`src/rtl/pe_result_collector_if.sv`:
```
// Signal bundle between a CGRA PE lane, its result collector and the AXI4-Stream sink.
// The stat_beats/stat_pkts signals exist only when PE_COLLECTOR_STATS_EN is defined.
interface pe_result_collector_if #(
  parameter int DWIDTH = 64,
  parameter int DEPTH  = 32,
  parameter int LEN_W  = 16
);
  localparam int OCC_W = $clog2(DEPTH) + 1;

  logic [DWIDTH-1:0] in_tdata;
  logic              in_tvalid;
  logic              issue_fire;
  logic              issue_ok;
  logic [LEN_W-1:0]  cfg_len;
  logic              cfg_keep_last;
  logic [DWIDTH-1:0] m_axis_tdata;
  logic              m_axis_tvalid;
  logic              m_axis_tready;
  logic              m_axis_tlast;
  logic              overflow;
  logic [OCC_W-1:0]  occupancy;

  // master is the surrounding lane (PE, operand issuer, stream sink); slave is the collector
`ifdef PE_COLLECTOR_STATS_EN
  logic [31:0] stat_beats;
  logic [31:0] stat_pkts;

  modport master (
    output in_tdata, in_tvalid, issue_fire, cfg_len, cfg_keep_last, m_axis_tready,
    input  issue_ok, m_axis_tdata, m_axis_tvalid, m_axis_tlast, overflow, occupancy,
    input  stat_beats, stat_pkts
  );
  modport slave (
    input  in_tdata, in_tvalid, issue_fire, cfg_len, cfg_keep_last, m_axis_tready,
    output issue_ok, m_axis_tdata, m_axis_tvalid, m_axis_tlast, overflow, occupancy,
    output stat_beats, stat_pkts
  );
`else
  modport master (
    output in_tdata, in_tvalid, issue_fire, cfg_len, cfg_keep_last, m_axis_tready,
    input  issue_ok, m_axis_tdata, m_axis_tvalid, m_axis_tlast, overflow, occupancy
  );
  modport slave (
    input  in_tdata, in_tvalid, issue_fire, cfg_len, cfg_keep_last, m_axis_tready,
    output issue_ok, m_axis_tdata, m_axis_tvalid, m_axis_tlast, overflow, occupancy
  );
`endif
endinterface

```
`src/rtl/pe_result_collector.sv`:
```
// Drain end of a CGRA PE lane: buffers the un-throttled result stream, re-emits it as AXI4-Stream
// and issues operand credits. Define PE_COLLECTOR_STATS_EN to add output handshake/packet counters.
module pe_result_collector #(
  parameter int DWIDTH = 64,
  parameter int DEPTH  = 32,
  parameter int PE_LAT = 16,
  parameter int LEN_W  = 16
) (
  input logic                 clk,
  input logic                 rst,
  pe_result_collector_if.slave bus
);
  localparam int AW    = $clog2(DEPTH);
  localparam int OCC_W = AW + 1;
  localparam int IN_W  = $clog2(DEPTH + PE_LAT + 1) + 1;
  localparam int HW    = IN_W + 2;

  logic [DWIDTH:0]   mem_q [DEPTH];
  logic [DWIDTH:0]   headWord;
  logic [AW-1:0]     wrPtr_q, wrPtr_d;
  logic [AW-1:0]     rdPtr_q, rdPtr_d;
  logic [OCC_W-1:0]  occ_q, occ_d;
  logic [LEN_W-1:0]  beatCnt_q, beatCnt_d;
  logic [LEN_W-1:0]  lastIdx;
  logic [IN_W-1:0]   inflight_q, inflight_d, inflightInc;
  logic              overflow_q, overflow_d;
  logic [HW-1:0]     headroom;
  logic              isLast, empty, full, pushReq, push, pop;

  // Keep-last mode only commits the closing beat; its sum already holds the whole packet.
  always_comb begin
    lastIdx     = (bus.cfg_len == '0) ? '0 : bus.cfg_len - LEN_W'(1);
    isLast      = (beatCnt_q == lastIdx);
    empty       = (occ_q == '0);
    full        = (occ_q == OCC_W'(DEPTH));
    pop         = !empty && bus.m_axis_tready;
    pushReq     = bus.in_tvalid && (!bus.cfg_keep_last || isLast);
    push        = pushReq && (!full || pop);

    beatCnt_d   = beatCnt_q;
    if (bus.in_tvalid) begin
      beatCnt_d = isLast ? '0 : beatCnt_q + LEN_W'(1);
    end

    wrPtr_d     = push ? wrPtr_q + AW'(1) : wrPtr_q;
    rdPtr_d     = pop  ? rdPtr_q + AW'(1) : rdPtr_q;
    occ_d       = occ_q + OCC_W'(push) - OCC_W'(pop);
    overflow_d  = overflow_q || (pushReq && full && !pop);

    inflightInc = inflight_q + IN_W'(bus.issue_fire);
    inflight_d  = (bus.in_tvalid && inflightInc != '0) ? inflightInc - IN_W'(1) : inflightInc;

    headroom    = HW'(DEPTH) - HW'(occ_q) - HW'(inflight_q) - HW'(bus.issue_fire);
  end

  always_ff @(posedge clk or posedge rst) begin
    if (rst) begin
      wrPtr_q    <= '0;
      rdPtr_q    <= '0;
      occ_q      <= '0;
      beatCnt_q  <= '0;
      inflight_q <= '0;
      overflow_q <= 1'b0;
    end else begin
      wrPtr_q    <= wrPtr_d;
      rdPtr_q    <= rdPtr_d;
      occ_q      <= occ_d;
      beatCnt_q  <= beatCnt_d;
      inflight_q <= inflight_d;
      overflow_q <= overflow_d;
    end
  end

  // Storage needs no reset: the occupancy count alone decides what is visible.
  always_ff @(posedge clk) begin
    if (push) begin
      mem_q[wrPtr_q] <= {isLast, bus.in_tdata};
    end
  end

  assign headWord          = mem_q[rdPtr_q];
  assign bus.m_axis_tvalid = !empty;
  assign bus.m_axis_tdata  = empty ? '0 : headWord[DWIDTH-1:0];
  assign bus.m_axis_tlast  = !empty && headWord[DWIDTH];
  assign bus.overflow      = overflow_q;
  assign bus.occupancy     = occ_q;
  assign bus.issue_ok      = !headroom[HW-1] && (headroom != '0);

`ifdef PE_COLLECTOR_STATS_EN
  logic [31:0] statBeats_q, statPkts_q;

  always_ff @(posedge clk or posedge rst) begin
    if (rst) begin
      statBeats_q <= '0;
      statPkts_q  <= '0;
    end else if (pop) begin
      statBeats_q <= statBeats_q + 32'd1;
      statPkts_q  <= statPkts_q + 32'(headWord[DWIDTH]);
    end
  end

  assign bus.stat_beats = statBeats_q;
  assign bus.stat_pkts  = statPkts_q;
`endif
endmodule

```
`src/flat_wrapper.sv`:
```
// flat-port wrapper written by rule: the top's interface ports become plain ports
module pe_result_collector_flat 
#(
  parameter int DWIDTH = 64,
  parameter int DEPTH  = 32,
  parameter int PE_LAT = 16,
  parameter int LEN_W  = 16
)
  (clk, rst, bus_in_tdata, bus_in_tvalid, bus_issue_fire, bus_cfg_len, bus_cfg_keep_last, bus_m_axis_tready, bus_issue_ok, bus_m_axis_tdata, bus_m_axis_tvalid, bus_m_axis_tlast, bus_overflow, bus_occupancy);
  pe_result_collector_if #(.DWIDTH(DWIDTH), .DEPTH(DEPTH), .LEN_W(LEN_W)) bus_i ();
  input logic clk;
  input logic rst;
  input wire logic [$bits(bus_i.in_tdata)-1:0] bus_in_tdata;
  input wire logic [$bits(bus_i.in_tvalid)-1:0] bus_in_tvalid;
  input wire logic [$bits(bus_i.issue_fire)-1:0] bus_issue_fire;
  input wire logic [$bits(bus_i.cfg_len)-1:0] bus_cfg_len;
  input wire logic [$bits(bus_i.cfg_keep_last)-1:0] bus_cfg_keep_last;
  input wire logic [$bits(bus_i.m_axis_tready)-1:0] bus_m_axis_tready;
  output wire logic [$bits(bus_i.issue_ok)-1:0] bus_issue_ok;
  output wire logic [$bits(bus_i.m_axis_tdata)-1:0] bus_m_axis_tdata;
  output wire logic [$bits(bus_i.m_axis_tvalid)-1:0] bus_m_axis_tvalid;
  output wire logic [$bits(bus_i.m_axis_tlast)-1:0] bus_m_axis_tlast;
  output wire logic [$bits(bus_i.overflow)-1:0] bus_overflow;
  output wire logic [$bits(bus_i.occupancy)-1:0] bus_occupancy;
  assign bus_i.in_tdata = bus_in_tdata;
  assign bus_i.in_tvalid = bus_in_tvalid;
  assign bus_i.issue_fire = bus_issue_fire;
  assign bus_i.cfg_len = bus_cfg_len;
  assign bus_i.cfg_keep_last = bus_cfg_keep_last;
  assign bus_i.m_axis_tready = bus_m_axis_tready;
  assign bus_issue_ok = bus_i.issue_ok;
  assign bus_m_axis_tdata = bus_i.m_axis_tdata;
  assign bus_m_axis_tvalid = bus_i.m_axis_tvalid;
  assign bus_m_axis_tlast = bus_i.m_axis_tlast;
  assign bus_overflow = bus_i.overflow;
  assign bus_occupancy = bus_i.occupancy;
  pe_result_collector #(.DWIDTH(DWIDTH), .DEPTH(DEPTH), .PE_LAT(PE_LAT), .LEN_W(LEN_W)) u_core (.clk(clk), .rst(rst), .bus(bus_i));
endmodule
```
`config.mk`:
```
export PLATFORM = sky130hd
export DESIGN_NAME = pe_result_collector_flat
export DESIGN_NICKNAME = d
export VERILOG_FILES = /design/src/rtl/pe_result_collector_if.sv /design/src/rtl/pe_result_collector.sv /design/src/flat_wrapper.sv
export SDC_FILE = /design/constraint.sdc
export NUM_CORES = 2
export LEC_CHECK = 0
export ABC_AREA = 1
export BUFFER_PORTS_ARGS = -buffer_cell sky130_fd_sc_hd__buf_2
export CELL_PAD_IN_SITES_DETAIL_PLACEMENT = 2
export CELL_PAD_IN_SITES_GLOBAL_PLACEMENT = 2
export CORE_ASPECT_RATIO = 0.75
export CORE_MARGIN = 2
export CORE_UTILIZATION = 30
export CTS_CLUSTER_DIAMETER = 80
export DETAILED_ROUTE_END_ITERATION = 10
export HOLD_SLACK_MARGIN = 0.03
export PLACE_DENSITY_LB_ADDON = 0.1
export SYNTH_ARGS = -nofsm -noshare
export SYNTH_HDL_FRONTEND = slang
export SYNTH_SLANG_ARGS = --single-unit
```
`constraint.sdc`:
```
create_clock -name clk -period 7.45 [get_ports clk]
set_clock_uncertainty 0.15 [all_clocks]
set_input_delay 1.1175 -clock clk [delete_from_list [all_inputs] [get_ports clk]]
set_output_delay 1.1175 -clock clk [all_outputs]
set_load 0.01 [all_outputs]
```
; ---- After elaboration in Yosys (flattened, before gate mapping)
; Memories as Yosys holds them, arrays and structs flattened.
; Cells that the tools add are included.
[word_totals]
ramBits = 2080
output_inout_bits = 74
mem_count = 1
register_bits = 40
rom_bits = 0
latchBits = 0
word_cells = 46
in_bits = 86
[op_classes]
eq_ne = 2
bitwise_logic = 0
n_addsub = 11
magnitude_cmp = 0
n_reduce_logical = 20
n_shift = 0
n_mux = 6
div = 0
n_mul = 0
[memory_table]
columns = name, words, word_bits, read_ports, rd_ports_with_merged_regs, write_ports, line_no
row1 = u_core.mem_q, 32, 65, 1, 0, 1, pe_result_collector.sv:18  ; logic [DWIDTH:0] mem_q [DEPTH];
[ops]
columns = operator, count
row1 = 64-bit 2-to-1 mux, 1
row2 = 16-bit 2-to-1 mux, 2
row3 = 16-bit by 1-bit adder with 16-bit output (second input constant), 1
row4 = 16-bit == test, 1
row5 = 16-bit zero test, 1
row6 = 16-bit by 1-bit subtractor with 16-bit output (second input constant), 1
row7 = 5-bit by 1-bit adder with 5-bit output (second input constant), 2
row8 = 9-bit nonzero test, 1
row9 = 9-bit by 1-bit subtractor with 9-bit output, 1
row10 = 9-bit by 7-bit subtractor with 9-bit output, 1
row11 = 1-bit logical AND, 8
row12 = 7-bit by 1-bit adder with 7-bit output, 1
row13 = 7-bit 2-to-1 mux, 1
row14 = 7-bit nonzero test, 1
row15 = 6-bit by 6-bit subtractor with 7-bit output (first input constant), 1
row16 = 7-bit by 1-bit subtractor with 7-bit output (second input constant), 1
row17 = 6-bit by 1-bit adder with 6-bit output, 1
row18 = 6-bit == test (second input constant), 1
row19 = 6-bit zero test, 1
row20 = 6-bit by 1-bit subtractor with 6-bit output, 1
row21 = 1-bit zero test, 5
row22 = 1-bit logical OR, 3
row23 = 1-bit 2-to-1 mux, 2

; ---- Logic depth before layout (Yosys ltp)
[depth]
depth_word = 8
ltp_mapped = 23
mapped_depth_nobuf = 23

; ---- Worst setup path before layout
; No wires, ideal clock.
[synth_path]
path_kind = input -> register
start = in bus_cfg_len[0]
end = mem u_core.mem_q[31][0] in the netlist's numbering, enable pin
slack_ns = -0.252
n_path_buf = 1
t_required_ns = 6.732
t_arrival_ns = 6.984
path_stages = 15
setup_time_ns = 0.568
cell_sequence = inv_1 > ha_1 > nand2_4 > nor2_4 > nand2_4 > buf_6 > nand4_2 > nand2_1 > nor2_1 > nand2_1 > nor2_2 > nand2_2 > nand2_2 > nand3_4 > nor3_1
[synth_via]
elab_chain_len = 8
elab_cells_between_ends = 9
[synth_lines]
columns = element, line_no
row1 = "start, declared", flat_wrapper.sv:16  ; input wire logic [$bits(bus_i.cfg_len)-1:0] bus_cfg_len;
row2 = 16-bit by 1-bit subtractor with 16-bit output / 16-bit zero test (equally long branches), pe_result_collector.sv:32  ; lastIdx = (bus.cfg_len == '0) ? '0 : bus.cfg_len - LEN_W'(1);
row3 = 16-bit 2-to-1 mux (*), pe_result_collector.sv:32
row4 = 16-bit == test (*), pe_result_collector.sv:33  ; isLast = (beatCnt_q == lastIdx);
row5 = 1-bit logical OR (*), pe_result_collector.sv:37  ; pushReq = bus.in_tvalid && (!bus.cfg_keep_last || isLast);
row6 = 1-bit logical AND (*), pe_result_collector.sv:37
row7 = 1-bit logical AND (*), pe_result_collector.sv:38  ; push = pushReq && (!full || pop);
row8 = 1-bit 2-to-1 mux (*), pe_result_collector.sv:76  ; if (push) begin
row9 = 1-bit 2-to-1 mux (implied by the code) (*), pe_result_collector.sv:77  ; mem_q[wrPtr_q] <= {isLast, bus.in_tdata};
row10 = "end, declared", pe_result_collector.sv:18
; Mark *: on every way between the ends. The rest lies on a longest branch, timed or not.

; ---- Worst setup path in the final report
[layout_path]
start = reg u_core.rdPtr_q[1]
end = out bus_m_axis_tdata[15]
[layout_via]
elab_chain_len = 2
[layout_lines]
columns = element, line_no
row1 = "start, declared", pe_result_collector.sv:21  ; logic [AW-1:0] rdPtr_q, rdPtr_d;
row2 = "start signal, assigned", pe_result_collector.sv:66  ; rdPtr_q <= rdPtr_d;
row3 = memory 32 x 65 bit, --
row4 = 64-bit 2-to-1 mux, pe_result_collector.sv:83  ; assign bus.m_axis_tdata = empty ? '0 : headWord[DWIDTH-1:0];
row5 = "end, declared", flat_wrapper.sv:20  ; output wire logic [$bits(bus_i.m_axis_tdata)-1:0] bus_m_axis_tdata;
; No other way between the ends.

==> flow_summary.ini <==
[pwr]
power_density_mw_per_mm2 = 398
max-vdd-ir-drop_mv = 0.378
static-leakage-power_nw = 30.6
report.power.total_mw = 38.4

[cells_and_area]
signed_area_change_from_the_synthesized_netlist_to_the_final_layout_pct = 15.1
fillCellCount = 28615
layout-drive-gt1-share_pct = 10.3
leading_cell_type_in_the_layout_fill_and_taps_excluded = edfxtp_1
final_cell_mix = 2080 x edfxtp_1, 1133 x nor2_1, 1104 x o21ai_0
final_nets = 6507
multiInputGateArea_mm2 = 0.0186
layout.area.seq_mm2 = 0.0635

[floorplanning]
ios = 160
die_width_um = 615
die_height_um = 462
design.die.area_mm2 = 0.284
placementRows = 168
initial_core_util_pct = 30.1
core-area_mm2 = 0.279

[routing]
route.detailed.wl_per_inst_um = 30.5
drtAntennaViolNets = 0
dr_pass1_iterations = 5
vias = 54972
drt_first_iter_violations = 4686
remaining_drc_errors = 0
vias_per_cell = 5.34
route.final.wire_length_um = 314000

[timing]
fin_crit_sh_pct = 81.7
report.final.slew_viol_count = 0
fmax_mhz = 164
rsz0062_at_grt = no
max_slew.worst_pin.slew_ps = 1170
setup_total_negative_slack_ps = 0
maxSlewHeadroom_pct = 21.6
timing.final.crit_period_ps = 6090
timing.final.setup_violations = 0
hold_viol = 0

[clock_tree]
clock_latency_late_sink_ps = 890
cts.sink_count = 2120
post-cts-setup-buffers = 0
clock_tree_from_tritoncts = built
clkTransAtPathRegs_ps = 60
post_cts.resized_instances = 0
clock-root-buffer = clkbuf_16
clock_path_buffers = 4
htree_num_levels = 4
cts_inserted_buffers = 230
hold_buffers = 0

[worst_setup_path]
crit_path_frequent_cell = o21ai_0
critical-path-max-stage-delay_ps = 740
timing.critical_path.depth = 9
crit_required_ps = 6180
crit_slowest_cell = dfrtp_4
arrival_ps = 4820
cp_num_buf_inv = 3
reg2regPathDepth = 12
critical_path.top_delay_family = compound AO/OA/AOI/OAI gates
timing.critical_path.cells = buf_12, buf_4, o21ai_0, o221ai_1, o211ai_1, nand3_1, o21ai_0, a31oi_1, buf_2
endpoint_kind = output port
start_kind = flip-flop
crit_fanout = 73
crit_type = flip-flop to output port

[yosys]
synthMuxAreaShare_pct = 0
synthCells = 6285
mappedNetlistNets = 6409
synth-seq-cells = 2120
synthesis.yosys.warnings = 0
post_synth_and_or_nand_nor_area_fraction_pct = 8.39
synth_fa_ha_area_share_pct = 0.594
synthDistinctLibCells = 46
complex_gate_fraction_of_the_synthesized_area_pct = 12.4
synth-async-reset-ratio_pct = 1.89
synth_edf_count = 2080
syn-mean-instance-area_um2 = 13.3
ys.flop_type = edfxtp_1
synthXorXnorAreaFrac_pct = 0.459
combinational_family_with_the_most_area_after_synthesis = compound AO/OA/AOI/OAI gates
synth_sequential_area_ratio_pct = 75.7
synthesis.area_mm2 = 0.0839

[global_routing]
grt_antenna_before_repair = 40
groute.usage.overall_pct = 21.7
first_global_vias = 57720
grt_pass1_wl_um = 445000
grt_start_max_net_pins = 158
grt-ovfl-total = 0

[outcome]
result_of_the_run = finished clean

[place]
buffer_ports.inserted = 159
gpl.final_weighted_congestion = 0.742
detailedPlacementHpwl_um = 172000

[run]
drv.max_cap_violation_count = 0

[worst_hold_path]
hold_path.class = primary input to async pin
through the flow:
step | cell area (µm²) | hold slack [ps] | worst slack (ps) | instances | util (%)
6_report | 96500 | 286 | 1360 | 10296 | 34.6
5_1_grt | 96500 | 290 | 1200 | 10293 | 34.6
4_1_cts | 96500 | 238 | 1270 | 10292 | 34.6
3_5_place_dp | 89600 | 317 | 1570 | 9891 | 32.1
3_3_place_gp | 89600 | 315 | 1570 | 9891 | 32.1
2_1_floorplan | 83900 | 362 | 1350 | 6285 | -
flip-flops by register name (all words and copies together), names as in the netlist:
register / count
u_core.rdPtr_q: 5
u_core.inflight_q: 7
u_core.bus.overflow: 1
u_core.beatCnt_q: 16
u_core.mem_q: 2080
u_core.bus.occupancy: 6
u_core.wrPtr_q: 5
final cells by class:
type                            count  area share [%]
Antenna cell                        4          0.0104
Clock buffer                      287            6.23
Clock inverter                    114           0.928
Inverter                           95           0.416
Multi-Input combinational cell   3627            19.3
Sequential cell                  2120            65.8
Tap cell                         3740            4.85
Timing Repair Buffer              309            2.54
cell usage after synthesis, drive strengths merged (3+ instances only):
| cell | n | area share (%) |
|---|---|---|
| buf | 59 | 0.34 |
| a221oi | 6 | 0.063 |
| nand2 | 323 | 1.5 |
| o221ai | 199 | 2.1 |
| nand3 | 174 | 1.1 |
| nand4 | 27 | 0.24 |
| a41oi | 14 | 0.15 |
| o21ai | 1104 | 6.6 |
| clkinv | 3 | 0.019 |
| o22ai | 317 | 2.4 |
| fa | 3 | 0.072 |
| xnor2 | 5 | 0.052 |
| a21oi | 70 | 0.42 |
| xor2 | 39 | 0.41 |
| edfxtp | 2080 | 74 |
| nor3 | 39 | 0.24 |
| a31oi | 48 | 0.36 |
| dfrtp | 40 | 1.2 |
| a211oi | 4 | 0.036 |
| a31o | 4 | 0.042 |
| clkbuf | 384 | 1.7 |
| o211ai | 27 | 0.24 |
| inv | 92 | 0.41 |
| o21bai | 5 | 0.045 |
| ha | 35 | 0.52 |
| or2 | 3 | 0.022 |
| nor2 | 1174 | 5.3 |
worst min-delay path, stage by stage:
cell and delay [ps]:
buf_2 100, inv_2 30, buf_4 550
cells by family (layout without fill, tap and decap cells):
logic type      Yosys count  in the layout
other cells               0              4
flops                  2120           2120
simple gates           1744           1744
buf+inv                 538            805
xor+xnor                 44             44
fa+ha+maj                38             38
compound gates         1801           1801
per-layer routing:
layer	global-route usage, %	up-vias	wire length [µm]
li1	-	23847	-
met1	32.2	29547	154000
met2	33.2	1156	138000
met3	2.80	406	13500
met4	5.68	16	8340
met5	0	-	90
final timing paths:
kind                                              to               startpoint  slack, ps
worst max-delay path            bus_m_axis_tdata[15]        u_core.rdPtr_q[1]       1360
worst min-delay path            u_core.inflight_q[3]                      rst        290
min in group clk                 u_core.bus.overflow      u_core.bus.overflow        330
worst min register to register   u_core.bus.overflow      u_core.bus.overflow        330
worst max register to register   u_core.mem_q[7][45]  u_core.bus.occupancy[0]       2400
max in group asynchronous          u_core.rdPtr_q[0]                      rst       6330
where the power goes:
group          switching [mW]  internal [mW]
clock                    4.86           6.14
combinational            10.1           3.52
sequential              0.338           13.5
total                    15.2           23.2
Power figures use the tool's default switching activity.
